`src/rtl/any1_icache_fill_if.sv`:
```
// Memory-bus side of the I-cache line fill: cycle/strobe read, per-beat ack or error.
// The fill engine is the master; the memory system is the slave.
interface any1_icache_fill_if #(
    parameter int AMSB = 63
);
    logic            cyc_o;
    logic            stb_o;
    logic [AMSB:0]   adr_o;
    logic            ack_i;
    logic            err_i;
    logic [127:0]    dat_i;

    modport master (output cyc_o, stb_o, adr_o, input ack_i, err_i, dat_i);
    modport slave  (input cyc_o, stb_o, adr_o, output ack_i, err_i, dat_i);
endinterface

```
`src/rtl/any1_icache_fill.sv`:
```
// L1 I-cache line fill: 4x128-bit bus beats into one 512-bit line, then wr + nxt to the cache.
// Miss to wr is 5 cycles with zero-wait acks; the bus stalls via ack_i, errors/timeouts become fault bits.
module any1_icache_fill #(
    parameter int AMSB = 63,
    parameter int TMO  = 255
) (
    input  logic                  clk,
    input  logic                  rst,
    any1_icache_fill_if.master    bus,
    input  logic                  miss,
    input  logic [AMSB:0]         missadr,
    input  logic                  abort,
    output logic                  busy,
    output logic                  wr,
    output logic [AMSB:0]         wadr,
    output logic [511:0]          dat_o,
    output logic [2:0]            fault_o,
    output logic                  nxt
);
    typedef enum logic [2:0] {IDLE, FETCH, WRITE, WAIT1, WAIT2} state_t;

    state_t      state;
    logic [1:0]  beat;
    logic [7:0]  tmo_cnt;
    logic [1:0]  beat_inc;
    logic [7:0]  tmo_inc;
    logic        tmo_hit;
    logic        unused_missadr_lo;

    assign beat_inc = beat + 2'd1;
    assign tmo_inc  = tmo_cnt + 8'd1;
    assign tmo_hit  = (tmo_inc == 8'(TMO));
    assign unused_missadr_lo = ^missadr[5:0];

    always_ff @(posedge clk or negedge rst) begin
        if (!rst) begin
            state     <= IDLE;
            beat      <= 2'd0;
            tmo_cnt   <= 8'd0;
            busy      <= 1'b0;
            bus.cyc_o <= 1'b0;
            bus.stb_o <= 1'b0;
            bus.adr_o <= '0;
            wr        <= 1'b0;
            wadr      <= '0;
            dat_o     <= '0;
            fault_o   <= 3'b000;
            nxt       <= 1'b0;
        end else begin
            wr  <= 1'b0;
            nxt <= 1'b0;
            case (state)
                IDLE: begin
                    if (miss && !abort) begin
                        wadr      <= {missadr[AMSB:6], 6'b0};
                        bus.adr_o <= {missadr[AMSB:6], 6'b0};
                        beat      <= 2'd0;
                        tmo_cnt   <= 8'd0;
                        fault_o   <= 3'b000;
                        bus.cyc_o <= 1'b1;
                        bus.stb_o <= 1'b1;
                        busy      <= 1'b1;
                        state     <= FETCH;
                    end
                end
                FETCH: begin
                    if (abort) begin
                        bus.cyc_o <= 1'b0;
                        bus.stb_o <= 1'b0;
                        busy      <= 1'b0;
                        state     <= IDLE;
                    end else if (bus.err_i || (!bus.ack_i && tmo_hit)) begin
                        // Error wins over a same-cycle ack; unfilled slices must not leak stale data.
                        fault_o[0] <= bus.err_i;
                        fault_o[1] <= !bus.err_i;
                        if (!bus.err_i)
                            tmo_cnt <= tmo_inc;
                        for (int s = 0; s < 4; s++)
                            if (s >= int'(beat))
                                dat_o[128*s +: 128] <= '0;
                        bus.cyc_o <= 1'b0;
                        bus.stb_o <= 1'b0;
                        wr        <= 1'b1;
                        state     <= WRITE;
                    end else if (bus.ack_i) begin
                        dat_o[128*beat +: 128] <= bus.dat_i;
                        tmo_cnt <= 8'd0;
                        if (beat == 2'd3) begin
                            bus.cyc_o <= 1'b0;
                            bus.stb_o <= 1'b0;
                            wr        <= 1'b1;
                            state     <= WRITE;
                        end else begin
                            beat      <= beat_inc;
                            bus.adr_o <= wadr | {{(AMSB-5){1'b0}}, beat_inc, 4'h0};
                        end
                    end else begin
                        tmo_cnt <= tmo_inc;
                    end
                end
                WRITE: begin
                    nxt   <= 1'b1;
                    state <= WAIT1;
                end
                // Gives the cache's delayed data-RAM write a cycle before miss is looked at again.
                WAIT1: state <= WAIT2;
                WAIT2: begin
                    busy  <= 1'b0;
                    state <= IDLE;
                end
                default: begin
                    busy  <= 1'b0;
                    state <= IDLE;
                end
            endcase
        end
    end
endmodule
```
`src/flat_wrapper.sv`:
```
// flat-port wrapper written by rule: the top's interface ports become plain ports
module any1_icache_fill_flat 
#(
    parameter int AMSB = 63,
    parameter int TMO  = 255
)
  (clk, rst, miss, missadr, abort, busy, wr, wadr, dat_o, fault_o, nxt, bus_cyc_o, bus_stb_o, bus_adr_o, bus_ack_i, bus_err_i, bus_dat_i);
  any1_icache_fill_if #(.AMSB(AMSB)) bus_i ();
  input  logic clk;
  input  logic rst;
  input  logic miss;
  input  logic [AMSB:0] missadr;
  input  logic abort;
  output logic busy;
  output logic wr;
  output logic [AMSB:0] wadr;
  output logic [511:0] dat_o;
  output logic [2:0] fault_o;
  output logic nxt;
  output wire logic [$bits(bus_i.cyc_o)-1:0] bus_cyc_o;
  output wire logic [$bits(bus_i.stb_o)-1:0] bus_stb_o;
  output wire logic [$bits(bus_i.adr_o)-1:0] bus_adr_o;
  input wire logic [$bits(bus_i.ack_i)-1:0] bus_ack_i;
  input wire logic [$bits(bus_i.err_i)-1:0] bus_err_i;
  input wire logic [$bits(bus_i.dat_i)-1:0] bus_dat_i;
  assign bus_cyc_o = bus_i.cyc_o;
  assign bus_stb_o = bus_i.stb_o;
  assign bus_adr_o = bus_i.adr_o;
  assign bus_i.ack_i = bus_ack_i;
  assign bus_i.err_i = bus_err_i;
  assign bus_i.dat_i = bus_dat_i;
  any1_icache_fill #(.AMSB(AMSB), .TMO(TMO)) u_core (.clk(clk), .rst(rst), .bus(bus_i), .miss(miss), .missadr(missadr), .abort(abort), .busy(busy), .wr(wr), .wadr(wadr), .dat_o(dat_o), .fault_o(fault_o), .nxt(nxt));
endmodule
```
`config.mk`:
```
export PLATFORM = sky130hd
export DESIGN_NAME = any1_icache_fill_flat
export DESIGN_NICKNAME = d
export VERILOG_FILES = /design/src/rtl/any1_icache_fill_if.sv /design/src/rtl/any1_icache_fill.sv /design/src/flat_wrapper.sv
export SDC_FILE = /design/constraint.sdc
export NUM_CORES = 1
export LEC_CHECK = 0
export CAP_MARGIN = 5
export CORE_AREA = 2 2 331 333
export DETAILED_ROUTE_END_ITERATION = 7
export DIE_AREA = 0 0 333 335
export PLACE_DENSITY_LB_ADDON = 0.08
export SLEW_MARGIN = 30
export SYNTH_ARGS = -nofsm -noshare
export SYNTH_HDL_FRONTEND = slang
export SYNTH_SLANG_ARGS = --single-unit
```
`constraint.sdc`:
```
create_clock -name clk -period 3.1 [get_ports clk]
set_input_delay 0.775 -clock clk [delete_from_list [all_inputs] [get_ports clk]]
set_output_delay 0.775 -clock clk [all_outputs]
set_load 0.02 [all_outputs]
```
==> impl_metrics.yaml, run 1 <==
die:
  io_pins: 846
  initial_core_util_pct: 24.71
  die-area_um2: 111600
  dieWidth_um: 333
  num_rows: 121
  die_height_um: 335
  coreArea_um2: 108100
worst_setup_path:
  cp_data_arrival_time_ns: 3.57
  startpoint_type: "register"
  cp_max_fo: 85
  path_buf_inv: 2
  reg2regPathDepth: 9
  worst-setup-path-type: "reg2reg"
  critPathTopFamily: "simple AND/OR/NAND/NOR gates"
  critical_path.max_stage_delay_ns: 0.62
  end_kind: "register"
  worstReg2RegEnd: "u_core.dat_o[224]"
  cp_cell_sequence: "ha_2 > nand3_1 > or3_1 > a211oi_4 > buf_4 > o311ai_4 > buf_12 > or4_4 > o21ai_1"
  r2r_slack_ns: 0.06
  timing.rr.start: "u_core.tmo_cnt[0]"
  required_ns: 3.63
  cp_slowest_cell: "or4_4"
logic_synthesis:
  synth_edf_count: 0
  synth_seq_area_share_pct: 60.63
  synth_top_area_share_pct: 60.63
  async_flop_share_pct: 100.0
  netlist_area_um2: 26710
  yosysWarnings: 0
  synthesis.area_per_instance_um2: 10.78
  synth_top_area_cell: "dfrtp_1"
  synthSimpleGateAreaFrac_pct: 9.122
  syn_inst: 2477
  muxShareOfSynthArea_pct: 7.323
  synth_fa_ha_area_share_pct: 0.3748
  synth_compound_area_share_pct: 13.69
  synthTopCellsByArea: "dfrtp_1 (61%), inv_1 (5.5%), mux2i_1 (4.8%)"
  dominantRegCellSynth: "dfrtp_1"
  yosys.area_share.xor_xnor_pct: 0.06559
  ys_ff_latch: 647
  synth_cell_types: 43
  synth_top_family_by_area: "compound AO/OA/AOI/OAI gates"
place:
  port_buffers: 828
  gp_congestion: 0.8098
  dp_hpwl_um: 80040
finish:
  final_util_pct: 37.32
  layout-drive-gt1-share_pct: 9.701
  layout.nets: 3527
  area_delta_synth_final_pct: 51.05
  nFillCells: 10740
routing:
  drtPass1Iterations: 5
  viasPerCell: 4.594
  num_vias: 22040
  post_drt_wl_per_cell_um: 23.34
  drtAntennaViolNets: 0
  drt_iter0_markers: 1109
  drc: 0
  wirelength_um: 112000
sta:
  tns_ns: 0
  rsz0062_at_grt: "no"
  max_freq_ghz: 0.3294
  fin_worst_skew_ns: 0.02976
  slew-limit-headroom_pct: 55.18
  fin_crit_ns: 3.036
  maxSlewViolCount: 0
  min_period_over_period_pct: 97.92
  setup_viol: 0
  worst_pin_slew_ns: 0.6678
  final_hold_viol_count: 0
hold_path:
  hold_path.class: "in2async"
clock_network:
  clk-insertion-delay-late_ns: 0.63
  clk_pin_slew_ns: 0.06
  cts.htree.levels: 3
  numCtsBuffers: 80
  clockBufferDepth: 3
  cts_hold_buf: 0
  cts.sinks: 647
  cts_tree: "done"
  cts-root-buf: "clkbuf_16"
run_status:
  outcome: "finished, final reports clean"
grt:
  grt_pass1_vias: 23490
  grt_first_pass_wirelength_um: 164900
  overflow: 0
  track_usage_pct: 19.64
  antenna_found_initial: 5
  grt_max_degree: 93
run:
  drv_cap: 0
pwr:
  leakage_nw: 17.10
  ir_drop_mv: 0.4956
  cellPowerDensity_nw_per_um2: 1023
==> cell usage after synthesis, types with 3 or more instances <==
cell and count:
nand2_1 268, inv_1 391, buf_2 19, mux2_2 59, buf_1 10, and2_1 3, nor2_1 66, o21ai_0 30
nand3_1 9, or4_1 127, clkbuf_1 147, ha_1 8, a21oi_1 64, and3_1 3, o31ai_1 131, a22o_1 134
nor3b_1 3, dfrtp_1 647, nor3_1 4, mux2i_1 129, o21ai_1 112, o22ai_1 60, buf_4 23
==> power breakdown <==
part           leakage [nW]  total [W]  switching, W  internal (W)
Sequential             8.52     0.0138       0.00206        0.0117
Clock                  1.31    0.00942       0.00383       0.00559
Combinational          7.28     0.0181       0.00979       0.00827
Total                  17.1     0.0413        0.0157        0.0256
==> per-stage QoR <==
stage | worst slack [ns] | cell area (um^2) | total power [W] | hold WS [ns] | cells
after CTS | 0.003930 | 40330 | 0.04187 | 0.03095 | 4795
after global placement | -0.3787 | 37700 | 0.03194 | 0.4618 | 4653
after floorplan | 0.1888 | 26740 | 0.02182 | 0.4794 | 2487
after global routing | 0.002879 | 40340 | 0.04338 | 0.04758 | 4797
final | 0.06443 | 40340 | 0.04126 | 0.07513 | 4797
after detailed placement | -0.3956 | 37700 | 0.03209 | 0.4652 | 4653
==> state kept, by name, summed over array words and instances, names as in the netlist, 2 cells and up <==
name,count
u_core.tmo_cnt,8
u_core.bus.adr_o,59
u_core.fault_o,2
u_core.state,3
u_core.dat_o,512
u_core.wadr,58
==> placed cells by master, fill, tap and decap left out, drive strengths merged, types with 3 or more instances in the layout <==
cell           count
clkdlybuf4s50    827
dfrtp            647
inv              393
nand2            268
o21ai            142
a22o             134
o31ai            131
mux2i            129
or4              128
buf              126
clkbuf           116
nor2              66
a21oi             64
o22ai             60
mux2              59
clkinv            20
conb              11
nand3              9
ha                 8
nor3               4
bufinv             4
nor3b              3
and3               3
and2               3
==> what timing repair did <==
item,4_1_cts,5_1_grt
setup buffers,0,0
gates cloned,0,0
resized for setup,1,2
endpoints found under the setup margin,51,96
pin swaps,0,1
==> worst reg2reg max path: stages (launching register included) <==
cell	delay [ns]
dfrtp_1	0.41
ha_2	0.25
nand3_1	0.12
or3_1	0.42
a211oi_4	0.32
buf_4	0.19
o311ai_4	0.10
buf_12	0.20
or4_4	0.84
o21ai_1	0.08
==> routing by layer <==
metal  vias up  track usage (%)  part of all wire (%)
met3       148            6.135                   7.5
met4         4            6.710                   2.9
met2       702            34.39                    50
met5         -                0                 0.029
met1     11100            22.59                    39
li1      10080                -                     -
==> area by class of cell <==
| class | instances | area (um^2) | share of cell area (%) |
|---|---|---|---|
| Antenna cell | 2 | 5.005 | 0.01241 |
| Clock buffer | 116 | 2350 | 5.825 |
| Clock inverter | 26 | 269.0 | 0.6669 |
| Inverter | 391 | 1468 | 3.638 |
| Multi-Input combinational cell | 1248 | 8332 | 20.65 |
| Sequential cell | 647 | 16190 | 40.14 |
| Tap cell | 1414 | 1769 | 4.386 |
| Timing Repair Buffer | 953 | 9957 | 24.68 |
==> kinds of logic (layout without fill, tap and decap cells) <==
| group | count (synthesis) | after routing |
|---|---|---|
| adder cells (fa/ha/maj) | 8 | 8 |
| AND/OR/NAND/NOR | 498 | 498 |
| other | 1 | 13 |
| flip-flops | 647 | 647 |
| multiplexers | 188 | 188 |
| XOR/XNOR | 2 | 2 |
| AO/OA/AOI/OAI | 541 | 541 |
| buffers and inverters | 592 | 1486 |
==> worst max-delay path by stage <==
stage | start | endpoint | slack (ns) | cells after the start
2_1_floorplan | bus_ack_i | u_core.dat_o[256] | 0.19 | 8
3_3_place_gp | bus_ack_i | u_core.dat_o[367] | -0.38 | 8
3_5_place_dp | bus_ack_i | u_core.dat_o[368] | -0.40 | 8
4_1_cts | u_core.tmo_cnt[0] | u_core.dat_o[268] | 0.004 | 9
5_1_grt | u_core.tmo_cnt[0] | u_core.dat_o[224] | 0.003 | 9
6_report | u_core.tmo_cnt[0] | u_core.dat_o[224] | 0.06 | 9
No activity file was read; power rests on OpenSTA's default activity.
==> run 2, diff against run 1 <==
--- a/config.mk
+++ b/config.mk
@@ -10,6 +10,7 @@
 export DETAILED_ROUTE_END_ITERATION = 7
 export DIE_AREA = 0 0 333 335
 export PLACE_DENSITY_LB_ADDON = 0.08
+export SKIP_LAST_GASP = 1
 export SLEW_MARGIN = 30
 export SYNTH_ARGS = -nofsm -noshare
 export SYNTH_HDL_FRONTEND = slang
==> results of run 2 <==
No change in the layout: final DEF, timing and power equal those of run 1.
==> run 3, diff against run 2 <==
--- a/config.mk
+++ b/config.mk
@@ -10,8 +10,8 @@
 export DETAILED_ROUTE_END_ITERATION = 7
 export DIE_AREA = 0 0 333 335
 export PLACE_DENSITY_LB_ADDON = 0.08
+export SKIP_CTS_REPAIR_TIMING = 1
 export SKIP_LAST_GASP = 1
-export SLEW_MARGIN = 30
 export SYNTH_ARGS = -nofsm -noshare
 export SYNTH_HDL_FRONTEND = slang
 export SYNTH_SLANG_ARGS = --single-unit
==> results of run 3 <==
No change in the layout: final DEF, timing and power equal those of run 1.
